--- src/rtl/store_aligner.sv ---
// store_aligner: turns one execute-stage store (byte address, rs2, funct3)
// into one or two word-aligned memory writes with byte strobes, and stalls
// the pipeline until the last write has been acknowledged.
module store_aligner #(
    parameter int ADDR_W = 32
) (
    input  logic              clk,
    input  logic              rst,
    input  logic              st_valid,
    output logic              st_ready,
    input  logic [ADDR_W-1:0] st_addr,
    input  logic [31:0]       st_data,
    input  logic [2:0]        funct3,
    output logic              mem_req,
    input  logic              mem_ack,
    output logic [ADDR_W-1:0] mem_addr,
    output logic [31:0]       mem_wdata,
    output logic [3:0]        mem_wstrb,
    output logic              stall,
    output logic              done,
    output logic              err
);

    typedef enum logic [1:0] {
        IDLE   = 2'd0,
        FIRST  = 2'd1,
        SECOND = 2'd2
    } state_t;

    state_t state_reg;
    state_t state_next;

    logic              accept;
    logic              f3_valid;
    logic [3:0]        byte_mask;
    logic [31:0]       masked_data;
    logic [63:0]       shifted_next;
    logic [7:0]        strobe_next;

    logic [ADDR_W-1:0] mem_addr_reg;
    logic [31:0]       mem_wdata_reg;
    logic [3:0]        mem_wstrb_reg;
    logic [31:0]       hi_data_reg;
    logic [3:0]        hi_strb_reg;
    logic              split_reg;
    logic              done_reg;
    logic              err_reg;

    assign accept = st_valid && st_ready;

    // Decode the store width into a byte mask; unknown encodings are rejected.
    always_comb begin
        byte_mask = 4'b0000;
        f3_valid  = 1'b1;
        case (funct3)
            3'b000:  byte_mask = 4'b0001;
            3'b001:  byte_mask = 4'b0011;
            3'b010:  byte_mask = 4'b1111;
            default: f3_valid  = 1'b0;
        endcase
    end

    // Keep only the bytes the width covers so uncovered lanes write as zero.
    generate
        for (genvar gi = 0; gi < 4; gi++) begin : g_lane_mask
            assign masked_data[8*gi +: 8] = byte_mask[gi] ? st_data[8*gi +: 8] : 8'h00;
        end
    endgenerate

    // Shift data and strobe by the byte offset across a two-word window;
    // anything landing in the upper word means the store crosses a boundary.
    assign shifted_next = {32'h0, masked_data} << {st_addr[1:0], 3'b000};
    assign strobe_next  = {4'b0000, byte_mask} << st_addr[1:0];

    // State register.
    always_ff @(posedge clk) begin
        if (rst) begin
            state_reg <= IDLE;
        end else begin
            state_reg <= state_next;
        end
    end

    // Next-state logic: accept in IDLE, advance on each acknowledged write.
    always_comb begin
        state_next = state_reg;
        case (state_reg)
            IDLE: begin
                if (accept && f3_valid) begin
                    state_next = FIRST;
                end
            end
            FIRST: begin
                if (mem_ack) begin
                    state_next = split_reg ? SECOND : IDLE;
                end
            end
            SECOND: begin
                if (mem_ack) begin
                    state_next = IDLE;
                end
            end
            default: state_next = IDLE;
        endcase
    end

    // Status outputs derived from the current state.
    always_comb begin
        mem_req  = (state_reg != IDLE);
        stall    = (state_reg != IDLE);
        st_ready = (state_reg == IDLE) && !rst;
    end

    // Write beat registers: load the first beat at accept, swap in the upper
    // beat when the first one is acknowledged on a split store.
    always_ff @(posedge clk) begin
        if (rst) begin
            mem_addr_reg  <= '0;
            mem_wdata_reg <= '0;
            mem_wstrb_reg <= '0;
            hi_data_reg   <= '0;
            hi_strb_reg   <= '0;
            split_reg     <= 1'b0;
        end else if (state_reg == IDLE && accept && f3_valid) begin
            mem_addr_reg  <= {st_addr[ADDR_W-1:2], 2'b00};
            mem_wdata_reg <= shifted_next[31:0];
            mem_wstrb_reg <= strobe_next[3:0];
            hi_data_reg   <= shifted_next[63:32];
            hi_strb_reg   <= strobe_next[7:4];
            split_reg     <= |strobe_next[7:4];
        end else if (state_reg == FIRST && mem_ack && split_reg) begin
            mem_addr_reg  <= mem_addr_reg + ADDR_W'(4);
            mem_wdata_reg <= hi_data_reg;
            mem_wstrb_reg <= hi_strb_reg;
        end
    end

    // Completion pulses: done after the final ack or after a rejected funct3.
    always_ff @(posedge clk) begin
        if (rst) begin
            done_reg <= 1'b0;
            err_reg  <= 1'b0;
        end else begin
            done_reg <= (accept && !f3_valid)
                     || (state_reg == FIRST && mem_ack && !split_reg)
                     || (state_reg == SECOND && mem_ack);
            err_reg  <= accept && !f3_valid;
        end
    end

    assign mem_addr  = mem_addr_reg;
    assign mem_wdata = mem_wdata_reg;
    assign mem_wstrb = mem_wstrb_reg;
    assign done      = done_reg;
    assign err       = err_reg;

endmodule

--- config.mk ---
export PLATFORM = sky130hd
export DESIGN_NAME = store_aligner
export DESIGN_NICKNAME = d
export VERILOG_FILES = /design/src/rtl/store_aligner.sv
export SDC_FILE = /design/constraint.sdc
export NUM_CORES = 1
export LEC_CHECK = 0
export CAP_MARGIN = 20
export CORE_MARGIN = 2
export CORE_UTILIZATION = 48
export CTS_CLUSTER_SIZE = 12
export DETAILED_ROUTE_END_ITERATION = 12
export GPL_ROUTABILITY_DRIVEN = 1
export GPL_TIMING_DRIVEN = 0
export PLACE_DENSITY = 0.83
export SLEW_MARGIN = 0
export SYNTH_ARGS = -nofsm -noshare
export SYNTH_HDL_FRONTEND = slang
export SYNTH_SLANG_ARGS = --single-unit
--- constraint.sdc ---
create_clock -name clk -period 2.2 [get_ports clk]
set_clock_uncertainty 0.2 [all_clocks]
set_input_delay 0.33 -clock clk [delete_from_list [all_inputs] [get_ports clk]]
set_output_delay 0.33 -clock clk [all_outputs]
set_load 0.01 [all_outputs]
==> summary.txt <==
Floorplanning
  – CORE AREA: 10300 um2
  – Number of top-level pins: 144
  – Row cnt: 37
  – Die footprint: 11400 um2
  – Die Ht: 107 um
  – Die Span X: 107 um
  – Initial Util: 49.2%

Clock tree
  – CTS Buf Count: 9
  – Hold_buf cts: 0
  – Clock-pin slew on the worst setup and hold paths: 0.10 ns
  – Root buf cell: clkbuf_8
  – Maximum clock path buffer count: 2
  – CTS sink cnt: 98
  – CTS tree: done
  – H-tree Lvls: 3
  – Skew-Pair Late Insertion Delay: 0.39 ns

Timing
  – Tcrit/Tclk final: 97.6%
  – Final setup TNS: 0 ns
  – Final setup fails: 0
  – Hold Slack: 0.129 ns
  – Final Critical Period: 2.15 ns
  – Final slew viol count: 0
  – Slew HR: 51.6%
  – Fmax: 0.466 GHz
  – Final hold violations: 0
  – Least-Margin Pin Slew: 0.727 ns

Setup path
  – CP max FO: 10
  – Cells on worst reg2reg path: 5
  – R2R Path End: mem_addr[31]
  – R2R setup slack: 0.09 ns
  – Arr. time, crit path: 2.19 ns
  – Crit Path Category: primary input to register
  – CP Capture Type: register
  – Worst r2r src: mem_addr[8]
  – CP required: 2.24 ns
  – Startpoint types: primary input

Route
  – WL final: 19.4 mm
  – # DRC: 0
  – Pre-Repair DR Iteration Count: 5
  – Via density: 6.23
  – Wirelength per Cell: 20.5 um
  – Starting DRC count in detailed routing: 568
  – Via count: 5908
  – Antenna viol nets, final: 0

Job
  – Max_cap viols: 0

GRT
  – GRT Total Usage: 33.6%
  – Vias in the first global route: 5667
  – Total gr overflow: 0
  – Pin count of the biggest net entering global routing: 17
  – Initial antenna violation count: 0
  – First-pass GRT wire length: 29.7 mm

Worst hold path
  – Hold WC Path Type: primary input to register
  – Hold path cells: 2
  – Worst Hold End: state_reg[0]
  – Min-delay src: mem_ack

Synthesis
  – Mux share of post-synthesis cell area: 3.96%
  – Register area share after synthesis: 38.6%
  – Largest family of logic cells by synthesized area: simple AND/OR/NAND/NOR gates
  – Ys Warns: 0
  – XOR/XNOR share of the synthesized area: 1.90%
  – Synth Area in Adders: 0.246%
  – Top-area cell type share of the netlist area: 38.6%
  – Main synth FF type: dfxtp_1
  – Mapped Area: 5080 um2
  – Cells after synthesis: 653
  – Synth cell types: 53
  – Post-synth EDFFs: 0
  – FF+latch count, synth: 98
  – Area contributors post-synth: dfxtp_1 39%, nor2_1 7.7%, nand2_1 6.3%, a22oi_1 5.0%, a21oi_1 4.6%
  – Mapped Avg Cell Area: 7.79 um2
  – FFs w/ async S/R, synth: 0%
  – Synth area leader: dfxtp_1
  – Post-synthesis compound-gate area fraction: 24.1%
  – Synth Area in Simple Gates: 26.3%

Layout
  – Final core occ: 67.9%
  – Nets: 879
  – Max reg flops: 32
  – Finished Layout Cells: 948
  – Area occupied by multi-input gates: 2960 um2
  – Register Area: 1970 um2
  – Ant. Diodes: 0
  – Final-layout fill cell count: 897
  – Share of cells above drive strength 1: 11.1%
  – Area grow syn2layout: 37.9%
  – Final Cell Area: 7010 um2

Placement
  – PortBufs: 138
  – Placement Cell Area: 6640 um2
  – Final HPWL DP: 14.3 mm
  – Placed instance count: 928
  – Routability cong.: 0.966

Outcome
  – Status: finished clean

Pwr
  – Worst VDD drop: 350 uV
  – Pwr/cell area: 531 nW/um2
  – Leak: 2.46 nW
[logic make-up (layout without fill, tap and decap cells)]
family | after synthesis | after routing
buffers and inverters | 60 | 218
other | 1 | 2
AND/OR/NAND/NOR | 283 | 283
multiplexers | 18 | 18
flip-flops | 98 | 98
XOR/XNOR | 11 | 11
AO/OA/AOI/OAI | 181 | 181
adder cells (fa/ha/maj) | 1 | 1
[critical path: stages]
cell and delay [ns]:
clkdlybuf4s50_1 0.58, clkbuf_4 0.27, mux2_2 0.35, a22oi_1 0.26
nor3_1 0.08, o22ai_1 0.21, a211oi_1 0.10
[stage by stage]
step,total power [mW],setup slack (ns)
floorplan,2.18,0.213
global placement,2.52,-0.764
detailed placement,2.53,-0.797
CTS,3.70,0.0235
global route,3.85,-0.0155
finish,3.72,0.0524
[area by class of cell]
type                       count  area share [%]
multi-input combinational    496            42.3
sequential                    98            28.0
timing repair buffer         145            20.5
buffer                        51            3.68
tap                          136            2.43
clock buffer                  10            1.82
clock inverter                 6           0.946
inverter                       6           0.321
[repair_timing]
item                       CTS  global route
buffers inserted             4             3
pin swaps                    2             2
setup endpoints to repair   84            70
resized for setup           26            39
[worst max path at each step]
stage / from / endpoint / slack [ns] / depth (start not counted)
floorplan: rst / mem_wdata[14] / 0.21 / 8
global placement: mem_ack / mem_wstrb[3] / -0.76 / 8
detailed placement: mem_ack / mem_wdata[27] / -0.80 / 8
CTS: mem_addr[10] / mem_addr[31] / 0.02 / 6
global route: state_reg[1] / mem_addr[5] / -0.02 / 5
finish: st_addr[0] / mem_wdata[21] / 0.05 / 7
[layer usage]
metal | vias to the layer above | track usage [%] | routed length, um
li1 | 2679 | - | -
met1 | 2762 | 41.5 | 7460
met2 | 389 | 56.7 | 9170
met3 | 78 | 5.71 | 1910
met4 | 0 | 16.3 | 905
met5 | - | 0 | 0
[cell usage after synthesis, drive strengths merged, types with 8 or more instances]
cell type	count
nor2	104
dfxtp	98
nand2	86
a21oi	47
clkbuf	42
a22oi	34
nor3	28
a211oi	22
mux2	17
a31oi	12
buf	12
o21ai	12
nand2b	10
o22ai	10
a311oi	8
nand3	8
nand4	8
[placed cells by master (no fill, tap or decap), types with 7 or more instances in the layout]
cell and count:
clkdlybuf4s50_1 135, nor2_1 100, dfxtp_1 95, nand2_1 85, a21oi_1 46, a22oi_1 34, nor3_1 26, clkbuf_1 23
a211oi_1 22, mux2_2 17, clkbuf_2 13, a31oi_1 12, o21ai_0 12, buf_4 11, o22ai_1 10, nand2b_1 10
clkbuf_8 9, a311oi_1 8, nand4_1 8, nand3_1 7, o21a_1 7, o211ai_1 7, a221oi_1 7
[power breakdown]
part	switching (mW)	internal [mW]
sequential	0.0525	1.82
clock	0.670	0.531
combinational	0.333	0.313
total	1.06	2.67
Note: power is estimated with default switching activity, not from simulation.
